`config.mk`:
```
export PLATFORM = sky130hd
export DESIGN_NAME = bin2bcd_converter_flat
export DESIGN_NICKNAME = d
export VERILOG_FILES = /design/src/rtl/bin2bcd_converter_if.sv /design/src/rtl/bin2bcd_converter.sv /design/src/flat_wrapper.sv
export SDC_FILE = /design/constraint.sdc
export NUM_CORES = 1
export LEC_CHECK = 0
export CORE_ASPECT_RATIO = 1.2
export CORE_MARGIN = 10
export CORE_UTILIZATION = 49
export DETAILED_ROUTE_END_ITERATION = 6
export PLACE_DENSITY = 0.86
export SLEW_MARGIN = 25
export SYNTH_ARGS = -nofsm -noshare
export SYNTH_HDL_FRONTEND = slang
export SYNTH_SLANG_ARGS = --single-unit
```
`constraint.sdc`:
```
create_clock -name clk -period 4.3 [get_ports clk]
set_input_delay 0.86 -clock clk [delete_from_list [all_inputs] [get_ports clk]]
set_output_delay 0.86 -clock clk [all_outputs]
set_load 0.005 [all_outputs]
```
`src/rtl/bin2bcd_converter_if.sv`:
```
// bin2bcd_converter_if: capture/result bundle between the divider and the BCD converter
interface bin2bcd_converter_if #(
  parameter int WIDTH  = 16,
  parameter int DIGITS = 5
);
  logic                  in_valid;
  logic [WIDTH-1:0]      quotient;
  logic [WIDTH-1:0]      remainder;
  logic                  busy;
  logic                  out_valid;
  logic [4*DIGITS-1:0]   q_bcd;
  logic [4*DIGITS-1:0]   r_bcd;
  logic                  q_ovf;
  logic                  r_ovf;
  modport master (
    output in_valid, quotient, remainder,
    input  busy, out_valid, q_bcd, r_bcd, q_ovf, r_ovf
  );
  modport slave (
    input  in_valid, quotient, remainder,
    output busy, out_valid, q_bcd, r_bcd, q_ovf, r_ovf
  );
endinterface

```
`src/rtl/bin2bcd_converter.sv`:
```
// bin2bcd_converter: double-dabble conversion of quotient and remainder to packed BCD in lockstep
module bin2bcd_converter #(
  parameter int WIDTH       = 16,
  parameter int DIGITS      = 5,
  parameter int DISP_DIGITS = 4
) (
  input  logic clk,
  input  logic rst,
  bin2bcd_converter_if.slave bus
);
  localparam int BW = 4 * DIGITS;
  localparam int SW = BW + WIDTH;
  localparam int CW = $clog2(WIDTH);
  localparam logic [CW-1:0] LAST = CW'(WIDTH - 1);
  typedef enum logic [1:0] {IDLE, SHIFT, DONE} state_t;
  state_t          r_state, w_next;
  logic [CW-1:0]   r_cnt;
  logic [SW-1:0]   r_q_scr, r_r_scr;
  logic [BW-1:0]   w_q_adj, w_r_adj;
  logic [BW-1:0]   r_q_bcd, r_r_bcd;
  logic            r_q_ovf, r_r_ovf, r_out_valid;
  logic            w_busy;
  for (genvar g = 0; g < DIGITS; g++) begin : g_dig
    assign w_q_adj[4*g +: 4] = r_q_scr[WIDTH+4*g +: 4] >= 4'd5 ? r_q_scr[WIDTH+4*g +: 4] + 4'd3 : r_q_scr[WIDTH+4*g +: 4];
    assign w_r_adj[4*g +: 4] = r_r_scr[WIDTH+4*g +: 4] >= 4'd5 ? r_r_scr[WIDTH+4*g +: 4] + 4'd3 : r_r_scr[WIDTH+4*g +: 4];
    a_q_digit: assert property (@(posedge clk) disable iff (rst) r_q_scr[WIDTH+4*g +: 4] <= 4'd9);
    a_r_digit: assert property (@(posedge clk) disable iff (rst) r_r_scr[WIDTH+4*g +: 4] <= 4'd9);
  end
  // state register
  always_ff @(posedge clk or posedge rst) begin
    if (rst) r_state <= IDLE;
    else     r_state <= w_next;
  end
  // next state and busy; in_valid outside IDLE is ignored
  always_comb begin
    w_next = r_state;
    w_busy = r_state != IDLE;
    w_next = r_state == IDLE  ? (bus.in_valid ? SHIFT : IDLE) :
             r_state == SHIFT ? (r_cnt == LAST ? DONE : SHIFT) : IDLE;
  end
  // capture, add-3 then shift both scratch registers, publish results on completion
  always_ff @(posedge clk or posedge rst) begin
    if (rst) begin
      r_cnt       <= '0;
      r_q_scr     <= '0;
      r_r_scr     <= '0;
      r_q_bcd     <= '0;
      r_r_bcd     <= '0;
      r_q_ovf     <= 1'b0;
      r_r_ovf     <= 1'b0;
      r_out_valid <= 1'b0;
    end else begin
      r_out_valid <= 1'b0;
      if (r_state == IDLE && bus.in_valid) begin
        r_q_scr <= {{BW{1'b0}}, bus.quotient};
        r_r_scr <= {{BW{1'b0}}, bus.remainder};
        r_cnt   <= '0;
      end else if (r_state == SHIFT) begin
        r_q_scr <= {w_q_adj, r_q_scr[WIDTH-1:0]} << 1;
        r_r_scr <= {w_r_adj, r_r_scr[WIDTH-1:0]} << 1;
        r_cnt   <= r_cnt + 1'b1;
      end else if (r_state == DONE) begin
        r_q_bcd     <= r_q_scr[WIDTH +: BW];
        r_r_bcd     <= r_r_scr[WIDTH +: BW];
        r_q_ovf     <= |r_q_scr[SW-1 : WIDTH+4*DISP_DIGITS];
        r_r_ovf     <= |r_r_scr[SW-1 : WIDTH+4*DISP_DIGITS];
        r_out_valid <= 1'b1;
      end
    end
  end
  assign bus.busy      = w_busy;
  assign bus.out_valid = r_out_valid;
  assign bus.q_bcd     = r_q_bcd;
  assign bus.r_bcd     = r_r_bcd;
  assign bus.q_ovf     = r_q_ovf;
  assign bus.r_ovf     = r_r_ovf;
endmodule

```
`src/flat_wrapper.sv`:
```
// flat-port wrapper written by rule: the top's interface ports become plain ports
module bin2bcd_converter_flat 
#(
  parameter int WIDTH       = 16,
  parameter int DIGITS      = 5,
  parameter int DISP_DIGITS = 4
)
  (clk, rst, bus_in_valid, bus_quotient, bus_remainder, bus_busy, bus_out_valid, bus_q_bcd, bus_r_bcd, bus_q_ovf, bus_r_ovf);
  bin2bcd_converter_if #(.WIDTH(WIDTH), .DIGITS(DIGITS)) bus_i ();
  input  logic clk;
  input  logic rst;
  input wire logic [$bits(bus_i.in_valid)-1:0] bus_in_valid;
  input wire logic [$bits(bus_i.quotient)-1:0] bus_quotient;
  input wire logic [$bits(bus_i.remainder)-1:0] bus_remainder;
  output wire logic [$bits(bus_i.busy)-1:0] bus_busy;
  output wire logic [$bits(bus_i.out_valid)-1:0] bus_out_valid;
  output wire logic [$bits(bus_i.q_bcd)-1:0] bus_q_bcd;
  output wire logic [$bits(bus_i.r_bcd)-1:0] bus_r_bcd;
  output wire logic [$bits(bus_i.q_ovf)-1:0] bus_q_ovf;
  output wire logic [$bits(bus_i.r_ovf)-1:0] bus_r_ovf;
  assign bus_i.in_valid = bus_in_valid;
  assign bus_i.quotient = bus_quotient;
  assign bus_i.remainder = bus_remainder;
  assign bus_busy = bus_i.busy;
  assign bus_out_valid = bus_i.out_valid;
  assign bus_q_bcd = bus_i.q_bcd;
  assign bus_r_bcd = bus_i.r_bcd;
  assign bus_q_ovf = bus_i.q_ovf;
  assign bus_r_ovf = bus_i.r_ovf;
  bin2bcd_converter #(.WIDTH(WIDTH), .DIGITS(DIGITS), .DISP_DIGITS(DISP_DIGITS)) u_core (.clk(clk), .rst(rst), .bus(bus_i));
endmodule
```
; Word level (Yosys, flattened, before mapping)
; Cells that the tools add are included.
[word_totals]
regBits = 121
word_cells = 65
input_bits = 35
output_inout_bits = 44
[op_classes]
n_lt_le_gt_ge = 10
muxes = 23
n_bitwise = 2
n_reduce_logical = 7
n_addsub = 11
n_eq_ne = 3
[op_table]
columns = cell, n
row1 = 36-bit two-way mux, 4
row2 = 4-bit by 3-bit greater-or-equal comparator with 1-bit output (second input constant), 10
row3 = 4-bit two-way mux, 10
row4 = 4-bit by 2-bit adder with 4-bit output (second input constant), 8
row5 = 4-bit OR reduction, 2
row6 = 3-bit by 2-bit adder with 3-bit output (second input constant), 2
row7 = 2-bit two-way mux, 3
row8 = 3-bit two-way mux, 2
row9 = 4-bit by 1-bit adder with 4-bit output (second input constant), 1
row10 = 4-bit equality test (second input constant), 1
row11 = 1-bit two-way mux, 4
row12 = 2-bit nonzero test, 2
row13 = 3-bit AND reduction, 1
row14 = 2-bit by 1-bit equality test with 1-bit output (second input constant), 1
row15 = 2-bit equality test (second input constant), 1
row16 = 2-bit logical NOT, 1
row17 = 1-bit inverter, 2
row18 = 1-bit logical AND, 1

; Logic depth before layout (Yosys ltp)
[logic_depth]
depth_word = 4
ltp_mapped = 6
ltp_nobuf = 6

; Worst setup path after synthesis
; Ideal clock, no wire load.
[synth_path]
path_type = input -> register
startpoint = in bus_in_valid
endpoint = reg u_core.r_q_scr[26]
setup_slack_ns = 2.563
setup_ns = 0.121
t_arrival_ns = 1.616
path_stages = 5
path_buffers = 2
path_cell_list = nor2_1 > or2_1 > buf_2 > buf_2 > a22o_1
[synth_between]
elab_chain_len = 2
elab_cells_between_ends = 3
classes_between = 1 x mux / 2 x reduce/logical
[synth_rtl]
columns = element, line
row1 = start: declaration, flat_wrapper.sv:12  ; input wire logic [$bits(bus_i.in_valid)-1:0] bus_in_valid;
row2 = 1-bit logical AND *, bin2bcd_converter.sv:54  ; if (r_state == IDLE && bus.in_valid) begin
row3 = 36-bit two-way mux / 2-bit nonzero test (equally long branches), --
row4 = end signal: assignment, bin2bcd_converter.sv:55  ; r_q_scr <= {{BW{1'b0}}, bus.quotient};
row5 = end signal: assignment, bin2bcd_converter.sv:59  ; r_q_scr <= {w_q_adj, r_q_scr[WIDTH-1:0]} << 1;
row6 = end: declaration, bin2bcd_converter.sv:18  ; logic [SW-1:0] r_q_scr, r_r_scr;
; Mark *: on every way between the ends. The rest lies on a longest branch, timed or not.
; A chain may end at the register's enable or synchronous reset.

; Final worst setup path
[layout_path]
startpoint = reg u_core.r_state[1]
endpoint = out bus_busy
[layout_between]
elab_chain_len = 1
[layout_rtl]
columns = element, line
row1 = start: declaration, bin2bcd_converter.sv:16  ; state_t r_state, w_next;
row2 = start signal: assignment, bin2bcd_converter.sv:32  ; else r_state <= w_next;
row3 = 2-bit nonzero test, bin2bcd_converter.sv:37  ; w_busy = r_state != IDLE;
row4 = end: declaration, flat_wrapper.sv:15  ; output wire logic [$bits(bus_i.busy)-1:0] bus_busy;
; Every way passes these cells.

==> flow_summary.toml <==
[floorplan]
core_sq_um = 11000
die_w_um = 116
die_h_um = 136
start_util_pct = 49.6
die-area_sq_um = 15800
ios = 79
num_rows = 42

[worst_setup_path]
cpMaxStageDelayCell = "dfrtp_1"
max_stage_delay_ns = 0.71
ff2ff_path_depth = 4
cp_data_required_time_ns = 3.44
path_cells = "buf_4 > or2_2 > clkdlybuf4s50_1"
cp.arrival_ns = 2.08
path_max_fanout = 21
critPathKind = "reg2out"
startpoint_type = "register"
endpoint_kind = "primary output"

[layout]
drive_above_1_share_pct = 7.40
post-route-util_pct = 62.9
num_antenna_cells = 0
final_common_cell = "dfrtp_1"
regArea_sq_um = 3030
area_growth_syn_to_layout_pct = 26.6
fin_nets = 668
multi_input_area_sq_um = 2200
final_cell_mix = "dfrtp_1, nand2_1, clkdlybuf4s50_1, o21ai_0, a22oi_1"
fillCellCount = 838

[global_routing]
gr-usage-met3_pct = 6.12
grt_pass1_wl_mm = 21.1
grt-ovfl-total = 0
grt-busiest-layer = "met2"
track_usage_pct = 16.5
grt_util_met1_pct = 20.0
grtUsageMet2_pct = 25.7
antenna_found_initial = 0
grt_pass1_vias = 4415
grt_max_degree = 77

[status]
status = "finished clean"

[power]
power_density_nw_per_um2 = 753
ir_drop_v = 0.000357
p_leak_nw = 3.16

[routing]
via_per_inst = 5.68
vias = 4280
ant_nets = 0
drc = 0
firstDrtPassIters = 7
drt_iter0_markers = 277
wire_per_inst_um = 16.3
wl_mm = 12.3

[clock_network]
post-cts-setup-buffers = 0
clock-root-buffer = "clkbuf_16"
cts_tree = "done"
cts_buffers = 17
postCtsHoldBufs = 0
cts_sinks = 121
cts.path.max_buffers = 2
cts-resized-gates = 0
htree_levels = 4
clk_latency_ns = 0.40
clk_pin_slew_worst_paths_ns = 0.05

[placed_design]
gp_congestion = 0.790
io_buffers = 78
dp_hpwl_mm = 8.19

[worst_hold_path]
hold_path_depth = 2
hp-class = "reg2reg"

[synth]
ys_types = 32
yosys_warnings = 0
postSynthCellCount = 536
syn_area_sq_um = 5450
synth_seq_area_share_pct = 55.5
syn_nets = 594
synth_seq_cells = 121
syn-mean-instance-area_sq_um = 10.2

[timing]
period_share_pct = 68.5
rsz0062_at_grt = "no"
maxSlewHeadroom_pct = 39.6
setup-violations-final = 0
fin_skew_ns = 0.00657
min_period_ns = 2.94
fin_tns_setup_ns = 0
fmax_mhz = 340
slew_viol_final = 0
tightest_slew_ns = 0.907
hold_viol_final = 0

[flow_run]
maxCapViolations = 0
## cells in the mapped netlist
library cell    n  area, sq um
and2b_1         1         7.51
nor2_1          9         33.8
mux2_2          1         11.3
o21ai_0        58          290
buf_1           8         30.0
nand2_1       117          439
xnor2_1        10         87.6
o32ai_1         5         43.8
inv_2           1         3.75
nor4b_1         1         8.76
a22oi_1        30          225
dfrtp_1       121         3030
or2_2           1         6.26
a21o_1          1         7.51
o31ai_1        10         75.1
ha_1           23          288
a21oi_1        15         75.1
o21ai_1         5         25.0
inv_1          22         82.6
a41oi_1         1         8.76
a32o_1         10          100
mux2i_1        10          100
xor2_1          5         43.8
o22ai_1        13         81.3
a22o_1         13          114
nor3_1          2         10.0
nor3b_1         3         22.5
buf_2          15         75.1
nand2b_1       12         75.1
clkbuf_1       10         37.5
nand3_1         2         10.0
or2_1           1         6.26
## critical path: cells and delay by family, from the launching register on
| kind | cells | cell delay [ns] |
|---|---|---|
| flip-flops | 1 | 0.71 |
| buffers and inverters | 2 | 0.82 |
| AND/OR/NAND/NOR | 1 | 0.15 |
## final cells by class
| cell class | count | share of cell area, % |
|---|---|---|
| timing repair buffer | 88 | 12.4 |
| tap | 132 | 2.39 |
| inverter | 23 | 1.29 |
| clock inverter | 8 | 0.997 |
| clock buffer | 23 | 7.21 |
| sequential | 121 | 43.8 |
| multi-input combinational | 359 | 31.9 |
## sequential cells by signal (all words and copies together) (netlist names)
signal / count
u_core.r_q_scr: 36
u_core.r_r_scr: 36
u_core.bus.q_bcd: 20
u_core.bus.r_bcd: 20
u_core.r_cnt: 4
u_core.r_state: 2
u_core.bus.out_valid: 1
u_core.bus.q_ovf: 1
u_core.bus.r_ovf: 1
## routing by layer
layer	share of wire, %	routed length, um	vias up
met2	48	5870	140
li1	-	-	2019
met3	7.0	857	25
met5	0	0	-
met4	1.8	219	0
met1	43	5320	2096
## stage by stage
| stage | std cells | total power [mW] | setup slack (ns) | hold WS (ns) | cell area (sq um) |
|---|---|---|---|---|---|
| 2_1_floorplan | 536 | 3.20 | 0.226 | 0.450 | 5450 |
| 3_3_place_gp | 723 | 3.69 | 1.66 | 0.459 | 6340 |
| 3_5_place_dp | 723 | 3.84 | 1.51 | 0.466 | 6340 |
| 4_1_cts | 754 | 5.21 | 1.34 | 0.479 | 6910 |
| 5_1_grt | 754 | 5.57 | 1.21 | 0.494 | 6910 |
| 6_report | 754 | 5.20 | 1.36 | 0.468 | 6910 |
## path summary, 6_finish.rpt
check                                      from                    to  slack [ns]
setup / recovery              u_core.r_state[1]              bus_busy        1.36
hold / removal             u_core.bus.r_bcd[10]  u_core.bus.r_bcd[10]        0.47
setup reg to reg              u_core.r_state[1]    u_core.r_r_scr[19]        2.21
hold reg to reg            u_core.bus.r_bcd[10]  u_core.bus.r_bcd[10]        0.47
max in group asynchronous                   rst  u_core.bus.q_bcd[13]        2.41
min in group asynchronous                   rst     u_core.r_r_scr[7]        1.01
## power by group
part           switching [mW]  internal, mW  total (mW)
registers               0.312          1.56        1.87
logic                    1.04         0.950        1.99
clock network           0.476         0.862        1.34
total                    1.83          3.37        5.20
## logic make-up after synthesis
family,share of synthesized area (%)
DFF,55.5
adders and majority gates,5.28
xor gates and xnor gates,2.41
muxes,2.04
AOI/OAI and AO/OA,19.2
and+or+nand+nor,11.4
buffers and inverters,4.20
Note: power is estimated with default switching activity, not from simulation.
==> RTL change, RTL diff (same flow settings) <==
`WIDTH` is set to 16 in 3 places; all go to 32.
--- a/src/rtl/bin2bcd_converter_if.sv
+++ b/src/rtl/bin2bcd_converter_if.sv
@@ -1,6 +1,6 @@
 // bin2bcd_converter_if: capture/result bundle between the divider and the BCD converter
 interface bin2bcd_converter_if #(
-  parameter int WIDTH  = 16,
+  parameter int WIDTH  = 32,
   parameter int DIGITS = 5
 );
   logic                  in_valid;
--- a/src/rtl/bin2bcd_converter.sv
+++ b/src/rtl/bin2bcd_converter.sv
@@ -1,6 +1,6 @@
 // bin2bcd_converter: double-dabble conversion of quotient and remainder to packed BCD in lockstep
 module bin2bcd_converter #(
-  parameter int WIDTH       = 16,
+  parameter int WIDTH       = 32,
   parameter int DIGITS      = 5,
   parameter int DISP_DIGITS = 4
 ) (
--- a/src/flat_wrapper.sv
+++ b/src/flat_wrapper.sv
@@ -1,7 +1,7 @@
 // flat-port wrapper written by rule: the top's interface ports become plain ports
 module bin2bcd_converter_flat 
 #(
-  parameter int WIDTH       = 16,
+  parameter int WIDTH       = 32,
   parameter int DIGITS      = 5,
   parameter int DISP_DIGITS = 4
 )
Interface: changed (resized bus_quotient and bus_remainder); port bits go from 79 to 111. The function was not compared with the original's and may differ.
==> RTL change against the unedited design <==
- final area rose by 27%
- wire length rose by 29%
- worst setup slack better by 0.10 ns
- largest cell class unchanged
- first-iteration DRC count is 43% higher
- total power up 7.2%
- die area rose by 23%
- synthesized area grew 28%
- sequential cell count grew 33
==> RTL change: results (changes against the unedited design) <==
.. list-table::
   :header-rows: 1

   * - Metric
     - Value
   * - Vias per cell
     - 5.77 (+1.7%)
   * - Worst-case hold slack
     - 0.486 ns (+0.0174 ns)
   * - CP Launch Point
     - u_core.r_state[0]$_DFF_PP0_
   * - Net count of the finished layout
     - 801 (+20%)
   * - Worst endpoint data arrival time
     - 1.98 ns (-0.10 ns)
   * - Routability congestion estimate from global placement
     - 0.800 (+1.3%)
   * - Clock insertion delay at the later pin of the skew report
     - 0.42 ns (+0.02 ns)
   * - Placed instance area
     - 0.00818 mm2 (+29%)
   * - Registers with the most flip-flops
     - u_core.r_q_scr: 52 flops, u_core.r_r_scr: 52 flops
   * - Multiplexer share of the synthesized area
     - 7.92% (+5.9 points)
   * - Worst supply voltage drop on vdd
     - 0.000273 V (-24%)
   * - Wire length of the first global-routing pass
     - 26800 um (+27%)
   * - Worst setup timing slack at the placement stage
     - 1.35 ns (-0.155 ns)
   * - Adder-Cell Fraction of Synth Area
     - 4.32% (-0.96 points)
   * - Largest cells by area after synthesis
     - sky130_fd_sc_hd__dfrtp_1, sky130_fd_sc_hd__a22oi_1, sky130_fd_sc_hd__mux2_2
   * - Measured slew at the worst slew-check pin
     - 0.810 ns (-0.0968 ns)
   * - DPL Wire Length
     - 10600 um (+30%)
   * - Wire length after detailed routing
     - 15800 um (+29%)
   * - Worst Reg2Reg Path Length in Cells
     - 5 (+1)
   * - Hold wc startpoint
     - u_core.r_r_scr[14]$_DFFE_PP0P_
   * - P_sw
     - 1.84 mW (+0.92%)
   * - Met2 layer wire length in the routed design
     - 8100 um (+38%)
   * - Largest net degree at the start of global routing
     - 155 (+100%)
   * - Global Route met2 Usage
     - 29.0% (+3.2 points)
   * - Met3 capacity usage during global routing
     - 4.71% (-1.4 points)
   * - Met1 usage
     - 19.7% (-0.36 points)
   * - Cell Count Post-Placement
     - 862 (+19%)
   * - Post-Syn Nets
     - 707 (+19%)
   * - Post-synthesis to final-layout area growth
     - 26.4%
   * - M1 WL
     - 6520 um (+23%)
   * - Share of the synthesized netlist area taken by xor and xnor gates
     - 2.14% (-0.27 points)
   * - Clk_skew
     - 0.00943 ns (+0.00287 ns)
   * - Count of port buffers added during placement
     - 110 (+41%)
   * - Number of global-route vias before repair
     - 5461 (+24%)
   * - Number of fill cells
     - 1103 (+32%)
   * - Status
     - completed
   * - Setup slack on the worst flop-to-flop path
     - 1.66 ns (-0.55 ns)
   * - Number of detailed-routing iterations run before antenna repair
     - 5 (-2)
   * - Min-Delay Endpoint
     - u_core.r_r_scr[14]$_DFFE_PP0P_
   * - Commonest cells in the synthesized netlist
     - sky130_fd_sc_hd__dfrtp_1, sky130_fd_sc_hd__nand2_1, sky130_fd_sc_hd__a22oi_1
   * - Slowest cell on the critical path
     - sky130_fd_sc_hd__dfrtp_2
   * - Leakage power figure
     - 3.86 nW (+22%)
   * - Share of the synthesized area in compound gates (AO/OA/AOI/OAI)
     - 19.5% (+0.29 points)
[RTL change: area by class of cell]
type,count,share of cell area (%)
Sequential cell,154,43.9
Multi-Input combinational cell,396,31.9
Timing Repair Buffer,119,13.9
Clock buffer,23,5.33
Tap cell,171,2.43
Clock inverter,9,1.58
Inverter,22,0.982
[RTL change: worst max-delay path by stage]
stage,endpoint,slack (ns),cells after the start
floorplan,u_core.bus.out_valid$_DFF_PP0_,1.50,1
global placement,u_core.r_r_scr[8]$_DFFE_PP0P_,1.37,6
detailed placement,u_core.r_r_scr[4]$_DFFE_PP0P_,1.35,6
CTS,bus_busy,1.44,2
global route,bus_busy,1.36,2
finish,bus_busy,1.46,2
[RTL change: power by group through the flow]
stage                     combinational [mW]  sequential [mW]  clock (mW)
final                                   1.75             2.28        1.54
after detailed placement                1.75             2.29           0
after global placement                  1.62             2.26           0
after CTS                               1.77             2.28        1.55
after global routing                    1.99             2.34        1.61
after floorplan                         1.39             2.16           0
